$ cat config.mk
export PLATFORM = sky130hd
export DESIGN_NAME = m_alu_seq_flat
export DESIGN_NICKNAME = d
export VERILOG_FILES = /design/src/rtl/m_alu_seq_if.sv /design/src/rtl/m_alu_seq.sv /design/src/flat_wrapper.sv
export SDC_FILE = /design/constraint.sdc
export NUM_CORES = 1
export LEC_CHECK = 0
export CAP_MARGIN = 40
export CORE_MARGIN = 2
export CORE_UTILIZATION = 44
export DETAILED_ROUTE_END_ITERATION = 10
export PLACE_DENSITY = 0.92
export SYNTH_ARGS = -nofsm -noshare
export SYNTH_HDL_FRONTEND = slang
export SYNTH_SLANG_ARGS = --single-unit
export TNS_END_PERCENT = 50
$ cat constraint.sdc
create_clock -name clk -period 3.25 [get_ports clk]
set_input_delay 0.65 -clock clk [delete_from_list [all_inputs] [get_ports clk]]
set_output_delay 0.65 -clock clk [all_outputs]
set_load 0.03 [all_outputs]
$ cat src/rtl/m_alu_seq_if.sv
// Request/response bus for the sequencing ALU front end, plus the shared enum types.
package m_alu_seq_pkg;
  typedef enum logic [2:0] {
    CORE_OP_ADD = 3'd0,
    CORE_OP_AND = 3'd1,
    CORE_OP_XOR = 3'd2,
    CORE_OP_SHL = 3'd3,
    CORE_OP_SHR = 3'd4,
    CORE_OP_ASL = 3'd5,
    CORE_OP_ASR = 3'd6
  } e_core_op;

  typedef enum logic [1:0] {
    CMP_RES_EQ = 2'd0,
    CMP_RES_LT = 2'd1,
    CMP_RES_GT = 2'd2
  } e_cmp_res;
endpackage

interface m_alu_seq_if
  import m_alu_seq_pkg::*;
#(
  parameter int unsigned OP_W = 4
);
  logic            req_valid;
  logic            req_ready;
  logic [OP_W-1:0] req_op;
  logic [31:0]     req_a;
  logic [31:0]     req_b;
  logic            rsp_valid;
  logic            rsp_ready;
  logic [31:0]     rsp_data;
  e_cmp_res        rsp_cmp;

  modport master (
    output req_valid, req_op, req_a, req_b, rsp_ready,
    input  req_ready, rsp_valid, rsp_data, rsp_cmp
  );

  modport slave (
    input  req_valid, req_op, req_a, req_b, rsp_ready,
    output req_ready, rsp_valid, rsp_data, rsp_cmp
  );
endinterface

$ cat src/rtl/m_alu_seq.sv
// Sequencer in front of a shared combinational ALU core. One request in flight at a time:
// IDLE -> EXEC -> (MUL loop) -> RESP -> IDLE.
// Optional shift-and-add multiplier enabled by defining ALU_SEQ_MUL_EN; without it
// opcode 7 is answered as an invalid opcode.
module m_alu_seq
  import m_alu_seq_pkg::*;
#(
  parameter int unsigned OP_W = 4  // must be >= 3 so the core opcode fits
) (
  input  logic        clk,
  input  logic        rst_n,
  m_alu_seq_if.slave  bus,
  output e_core_op    core_op,
  output logic [31:0] core_a,
  output logic [31:0] core_b,
  input  logic [31:0] core_out,
  input  e_cmp_res    core_cmp,
  output logic        busy
);

  typedef enum logic [1:0] {
    StIdle = 2'd0,
    StExec = 2'd1,
`ifdef ALU_SEQ_MUL_EN
    StMul  = 2'd2,
`endif
    StResp = 2'd3
  } e_state;

  e_state          state_q;
  logic [OP_W-1:0] op_q;
  logic [31:0]     a_q;
  logic [31:0]     b_q;
  logic            rsp_valid_q;
  logic [31:0]     rsp_data_q;
  e_cmp_res        rsp_cmp_q;
`ifdef ALU_SEQ_MUL_EN
  logic [31:0]     acc_q;
  logic [31:0]     mc_q;
  logic [31:0]     mp_q;
  logic            op_is_mul;
  assign op_is_mul = (op_q == OP_W'(7));
`endif

  // Opcodes 0-6 map one-to-one onto the core opcodes.
  logic     op_is_alu;
  e_core_op op_mapped;
  assign op_is_alu = (op_q < OP_W'(7));
  assign op_mapped = op_is_alu ? e_core_op'(op_q[2:0]) : CORE_OP_ADD;

  assign bus.req_ready = (state_q == StIdle);
  assign bus.rsp_valid = rsp_valid_q;
  assign bus.rsp_data  = rsp_data_q;
  assign bus.rsp_cmp   = rsp_cmp_q;
  assign busy          = (state_q != StIdle);

  // Core operand steering; the core result is consumed in the same cycle.
  always_comb begin
    core_op = CORE_OP_ADD;
    core_a  = '0;
    core_b  = '0;
    unique case (state_q)
      StExec: begin
        core_op = op_mapped;
        core_a  = a_q;
        core_b  = b_q;
      end
`ifdef ALU_SEQ_MUL_EN
      StMul: begin
        core_a = acc_q;
        core_b = mc_q;
      end
`endif
      default: ;
    endcase
  end

  // Control FSM with registered response outputs.
  always_ff @(posedge clk or negedge rst_n) begin
    if (!rst_n) begin
      state_q     <= StIdle;
      op_q        <= '0;
      a_q         <= '0;
      b_q         <= '0;
      rsp_valid_q <= 1'b0;
      rsp_data_q  <= '0;
      rsp_cmp_q   <= CMP_RES_EQ;
`ifdef ALU_SEQ_MUL_EN
      acc_q       <= '0;
      mc_q        <= '0;
      mp_q        <= '0;
`endif
    end else begin
      unique case (state_q)
        StIdle: begin
          if (bus.req_valid) begin
            op_q    <= bus.req_op;
            a_q     <= bus.req_a;
            b_q     <= bus.req_b;
            state_q <= StExec;
          end
        end
        StExec: begin
          rsp_cmp_q <= core_cmp;
          if (op_is_alu) begin
            rsp_data_q  <= core_out;
            rsp_valid_q <= 1'b1;
            state_q     <= StResp;
`ifdef ALU_SEQ_MUL_EN
          end else if (op_is_mul) begin
            acc_q   <= '0;
            mc_q    <= a_q;
            mp_q    <= b_q;
            state_q <= StMul;
`endif
          end else begin
            rsp_data_q  <= '1;
            rsp_valid_q <= 1'b1;
            state_q     <= StResp;
          end
        end
`ifdef ALU_SEQ_MUL_EN
        StMul: begin
          // One multiplier bit per cycle; finishes once no set bits remain.
          if (mp_q != '0) begin
            if (mp_q[0]) acc_q <= core_out;
            mc_q <= mc_q << 1;
            mp_q <= mp_q >> 1;
          end else begin
            rsp_data_q  <= acc_q;
            rsp_valid_q <= 1'b1;
            state_q     <= StResp;
          end
        end
`endif
        StResp: begin
          if (bus.rsp_ready) begin
            rsp_valid_q <= 1'b0;
            state_q     <= StIdle;
          end
        end
        default: state_q <= StIdle;
      endcase
    end
  end

endmodule

$ cat src/flat_wrapper.sv
// flat-port wrapper written by rule: the top's interface ports become plain ports
module m_alu_seq_flat import m_alu_seq_pkg::*;
#(
  parameter int unsigned OP_W = 4                                         
)
  (clk, rst_n, core_op, core_a, core_b, core_out, core_cmp, busy, bus_req_valid, bus_req_op, bus_req_a, bus_req_b, bus_rsp_ready, bus_req_ready, bus_rsp_valid, bus_rsp_data, bus_rsp_cmp);
  m_alu_seq_if #(.OP_W(OP_W)) bus_i ();
  input  logic clk;
  input  logic rst_n;
  output e_core_op core_op;
  output logic [31:0] core_a;
  output logic [31:0] core_b;
  input  logic [31:0] core_out;
  input  e_cmp_res core_cmp;
  output logic busy;
  input wire logic [$bits(bus_i.req_valid)-1:0] bus_req_valid;
  input wire logic [$bits(bus_i.req_op)-1:0] bus_req_op;
  input wire logic [$bits(bus_i.req_a)-1:0] bus_req_a;
  input wire logic [$bits(bus_i.req_b)-1:0] bus_req_b;
  input wire logic [$bits(bus_i.rsp_ready)-1:0] bus_rsp_ready;
  output wire logic [$bits(bus_i.req_ready)-1:0] bus_req_ready;
  output wire logic [$bits(bus_i.rsp_valid)-1:0] bus_rsp_valid;
  output wire logic [$bits(bus_i.rsp_data)-1:0] bus_rsp_data;
  output wire logic [$bits(bus_i.rsp_cmp)-1:0] bus_rsp_cmp;
  assign bus_i.req_valid = bus_req_valid;
  assign bus_i.req_op = bus_req_op;
  assign bus_i.req_a = bus_req_a;
  assign bus_i.req_b = bus_req_b;
  assign bus_i.rsp_ready = bus_rsp_ready;
  assign bus_req_ready = bus_i.req_ready;
  assign bus_rsp_valid = bus_i.rsp_valid;
  assign bus_rsp_data = bus_i.rsp_data;
  assign bus_rsp_cmp = bus_i.rsp_cmp;
  m_alu_seq #(.OP_W(OP_W)) u_core (.clk(clk), .rst_n(rst_n), .bus(bus_i), .core_op(core_op), .core_a(core_a), .core_b(core_b), .core_out(core_out), .core_cmp(core_cmp), .busy(busy));
endmodule
Word-level counts from Yosys, hierarchy flattened
Index checks and enable logic that the tools add are counted.

operators by class
  order comparisons = 1
  eq/ne operators = 4
  mux-type cells = 10
  reductions and logical operators = 6

operators with widths
  cell                                                        count
  2-to-1 mux 32 bit                                           3
  2-to-1 mux 3 bit                                            2
  one-hot mux 2 bit (3 select lines)                          1
  AND reduction 2 bit                                         3
  less-than comparator 4 x 3 -> 1 bit, second input constant  1
  2-to-1 mux 2 bit                                            2
  inequality test 2 bit, second input constant                2
  nonzero test 2 bit                                          2
  == test 2 x 1 -> 1 bit, second input constant               1
  == test 2 bit, second input constant                        1
  zero test 2 bit                                             1
  one-hot mux 1 bit (2 select lines)                          1
  2-to-1 mux 1 bit                                            1

word-level totals
  register bits = 105
  bits of input ports = 106
  output and inout port bits = 104
  word-level logic and storage cells = 28

Depth between registers and ports, before layout
  word-level depth = 3
  mapped depth = 5
  depth with buffers taken out = 2

Least setup slack after synthesis
Ideal clock, no wire load.

  kind = register to output
  from = register u_core.state_q[1]
  to = output core_op[0]
  arrival = 1.790 ns
  required time = 2.600 ns
  slack = 0.810 ns
  stages on the path, launching flop included = 5
  path buffers = 2
  path through = dfrtp_1 or3b_1 buf_6 buf_6 nor3b_1

between the ends
  longest elaborated chain between the ends = 2

RTL lines
  element                 RTL line            text
  start, declared         m_alu_seq.sv:30     e_state state_q;
  start signal, assigned  m_alu_seq.sv:81     state_q <= StIdle;
  start signal, assigned  m_alu_seq.sv:100    state_q <= StExec;
  start signal, assigned  m_alu_seq.sv:108    state_q <= StResp;
  == test 2 x 1 -> 1 bit  m_alu_seq.sv:62     unique case (state_q)
  2-to-1 mux 3 bit        m_alu_seq.sv:62
  end, declared           flat_wrapper.sv:10  output e_core_op core_op;

No other way between the ends.

Worst setup path in the final report
  from = register u_core.state_q[1]
  to = output core_op[1]

Same word-level chain as after synthesis.

==> results.toml <==
[layout]
drive_above_1_share = 0.174
area_delta_synth_final_pct = 55.0
fin_nets = 618
n_antenna_cell = 0
instances_no_fill = 649

[timing]
final-hold-violation-count = 0
finalSetupTns_ns = 0
hold_ws_ns = 0.265
period_share = 0.903
finalSetupViolations = 0
max_freq_mhz = 341
worst_pin_slew_ns = 0.554
period_needed_ns = 2.93
clock_skew_ns = 0.00680
rsz0062_at_grt = "no"
slew_violations = 0
relSlewSlack = 0.630

[logic_synthesis]
syn_nets = 417
yosysSeqAreaShare = 0.600
synthMuxAreaShare = 0.180
netlist_area_mm2 = 0.00438
synth-seq-cells = 105
synth_compound_area_frac = 0.0783
synth_top_family_by_area = "multiplexers"
synth_simple_gate_area_frac = 0.107
syn_avg_cell_area_um2 = 14.1
yosysUniqueCellTypes = 19
yosysTopAreaCellShare = 0.600
synth_fa_ha_area_frac = 0
synth_warnings = 0
netlist_instances = 311
synthTopCellsByArea = "dfrtp_1, mux2_2, and2_1"
synth_xor_area_frac = 0
yosysTopAreaCell = "dfrtp_1"

[placement]
dp.cells = 634
hpwl_mm = 8.04
place.gp.congestion = 0.778
io_buffers = 209

[worst_setup_path]
cp-start-kind = "register"
cp-end-kind = "output port"
worstPathMaxFanout = 6
crit_type = "register to output port"
slowest_stage = "clkdlybuf4s50_1"
crit_chain = "or3b_1 > nor3b_1 > clkdlybuf4s50_1"
worstPathRequired_ns = 2.60
slowest_delay_ns = 0.72
cp.arrival_ns = 2.28

[grt]
grt_pass1_vias = 3509
grt_max_degree = 100
grt_antenna_before_repair = 0
overflow = 0
grt_first_pass_wirelength_mm = 18.1
grt_usage = 0.212

[worst_hold_path]
holdCritPathClass = "input pin to async pin"

[clock_network]
clk_pin_slew_ns = 0.09
cts_buffers = 9
clk_latency_ns = 0.36
cts_buffer_depth = 2
post_cts_buffers = 0
cts_tree = "built"
cts_sinks = 105
cts_hold_buf = 0
clk_root_buffer_cell = "clkbuf_8"
h-tree-depth = 3
ctsResizeCount = 0

[die]
initial_core_util = 0.450
io_pins = 210
num_rows = 36
die_x_um = 104
die_area_mm2 = 0.0108
die_h_um = 104
core_mm2 = 0.00973

[route]
drc = 0
drtAntennaViolNets = 0
vias = 3261
drt-pass1-iter-count = 4
vias_per_cell = 5.02
post_drt_wl_per_cell_um = 17.2
routed_wl_mm = 11.2
drt_iter0_markers = 74

[pwr]
ir_drop_mv = 0.547
power_leakage_nw = 2.69
pwr_density_cell_mw_per_mm2 = 1020

[run_status]
outcome = "complete, no violations"

[job]
cap_violations = 0
==> sequential cells by signal, summed over array words and instances (netlist names) <==
name,count
u_core.b_q,32
u_core.state_q,2
u_core.a_q,32
u_core.bus.rsp_cmp,2
u_core.bus.rsp_data,32
u_core.op_q,4
u_core.bus.rsp_valid,1
==> cells by family (layout without fill, tap and decap cells) <==
group,Yosys count,count (layout)
AO/OA/AOI/OAI,35,35
flip-flops,105,105
AND/OR/NAND/NOR,73,73
buffers and inverters,28,233
multiplexers,70,70
==> critical path, delay by kind of cell (launching register included) <==
family                 cells  cell delay [ns]
and+or+nand+nor            2             0.74
buffers and inverters      1             0.72
DFF                        1             0.48
==> layout make-up <==
| cell class | count | area, µm² |
|---|---|---|
| flip-flops and latches | 105 | 2630 |
| inverters | 2 | 7.51 |
| multi-input cells | 178 | 1610 |
| clock inverters | 3 | 65.1 |
| clock buffers | 12 | 145 |
| fillers | 701 | 2940 |
| repair buffers | 216 | 2170 |
| well taps | 133 | 166 |
==> cells in the final DEF, fill, tap and decap left out, types with 2 or more instances in the layout <==
master	netlist	layout
clkdlybuf4s50_1	0	208
dfrtp_1	105	105
mux2_2	66	66
and2_1	64	64
o32a_1	32	32
clkbuf_8	0	10
buf_4	3	6
mux2_1	4	4
nor3b_1	3	3
inv_1	2	2
a21o_1	2	2
bufinv_16	0	2
clkbuf_1	12	2
buf_12	0	2
==> power breakdown <==
| group | internal [mW] | switching (mW) | leakage, nW |
|---|---|---|---|
| Combinational | 1.82 | 2.01 | 1.40 |
| Sequential | 1.91 | 0.316 | 1.18 |
| Clock | 0.451 | 0.411 | 0.106 |
==> cells in the mapped netlist (all sizes together) <==
library cell,n
and3,1
buf,14
nand2,1
clkbuf,12
dfrtp,105
o32a,32
nor2b,1
a21boi,1
inv,2
mux2,70
a21o,2
or3b,1
or2,1
and2,64
nor3b,4
==> per-layer routing <==
metal | routed length, µm | share of wire | global-route usage
met4 | 236 | 0.021 | 0.0820
met3 | 755 | 0.068 | 0.0548
met5 | 0 | 0 | 0
met1 | 4470 | 0.40 | 0.251
met2 | 5700 | 0.51 | 0.369
==> final timing paths <==
check | startpoint | end | slack [ns] | cells past startpoint
min in group clk | u_core.bus.rsp_valid | u_core.bus.rsp_valid | 0.49 | 1
max in group asynchronous | rst_n | u_core.bus.rsp_data[19] | 2.24 | 2
setup / recovery | u_core.state_q[1] | core_op[1] | 0.32 | 3
hold reg to reg | u_core.bus.rsp_valid | u_core.bus.rsp_valid | 0.49 | 1
setup reg to reg | u_core.state_q[1] | u_core.bus.rsp_data[14] | 1.56 | 3
hold / removal | rst_n | u_core.b_q[14] | 0.27 | 1
==> per-stage QoR <==
step / setup WS, ns / utilization / cell area (µm²) / total power [mW]
2_1_floorplan: 0.810 / - / 4380 / 4.60
5_1_grt: 0.202 / 0.698 / 6790 / 7.29
6_report: 0.316 / 0.698 / 6790 / 6.92
4_1_cts: 0.296 / 0.698 / 6790 / 6.98
3_3_place_gp: 0.772 / 0.676 / 6580 / 5.99
3_5_place_dp: 0.696 / 0.676 / 6580 / 6.10
Power figures use the tool's default switching activity.
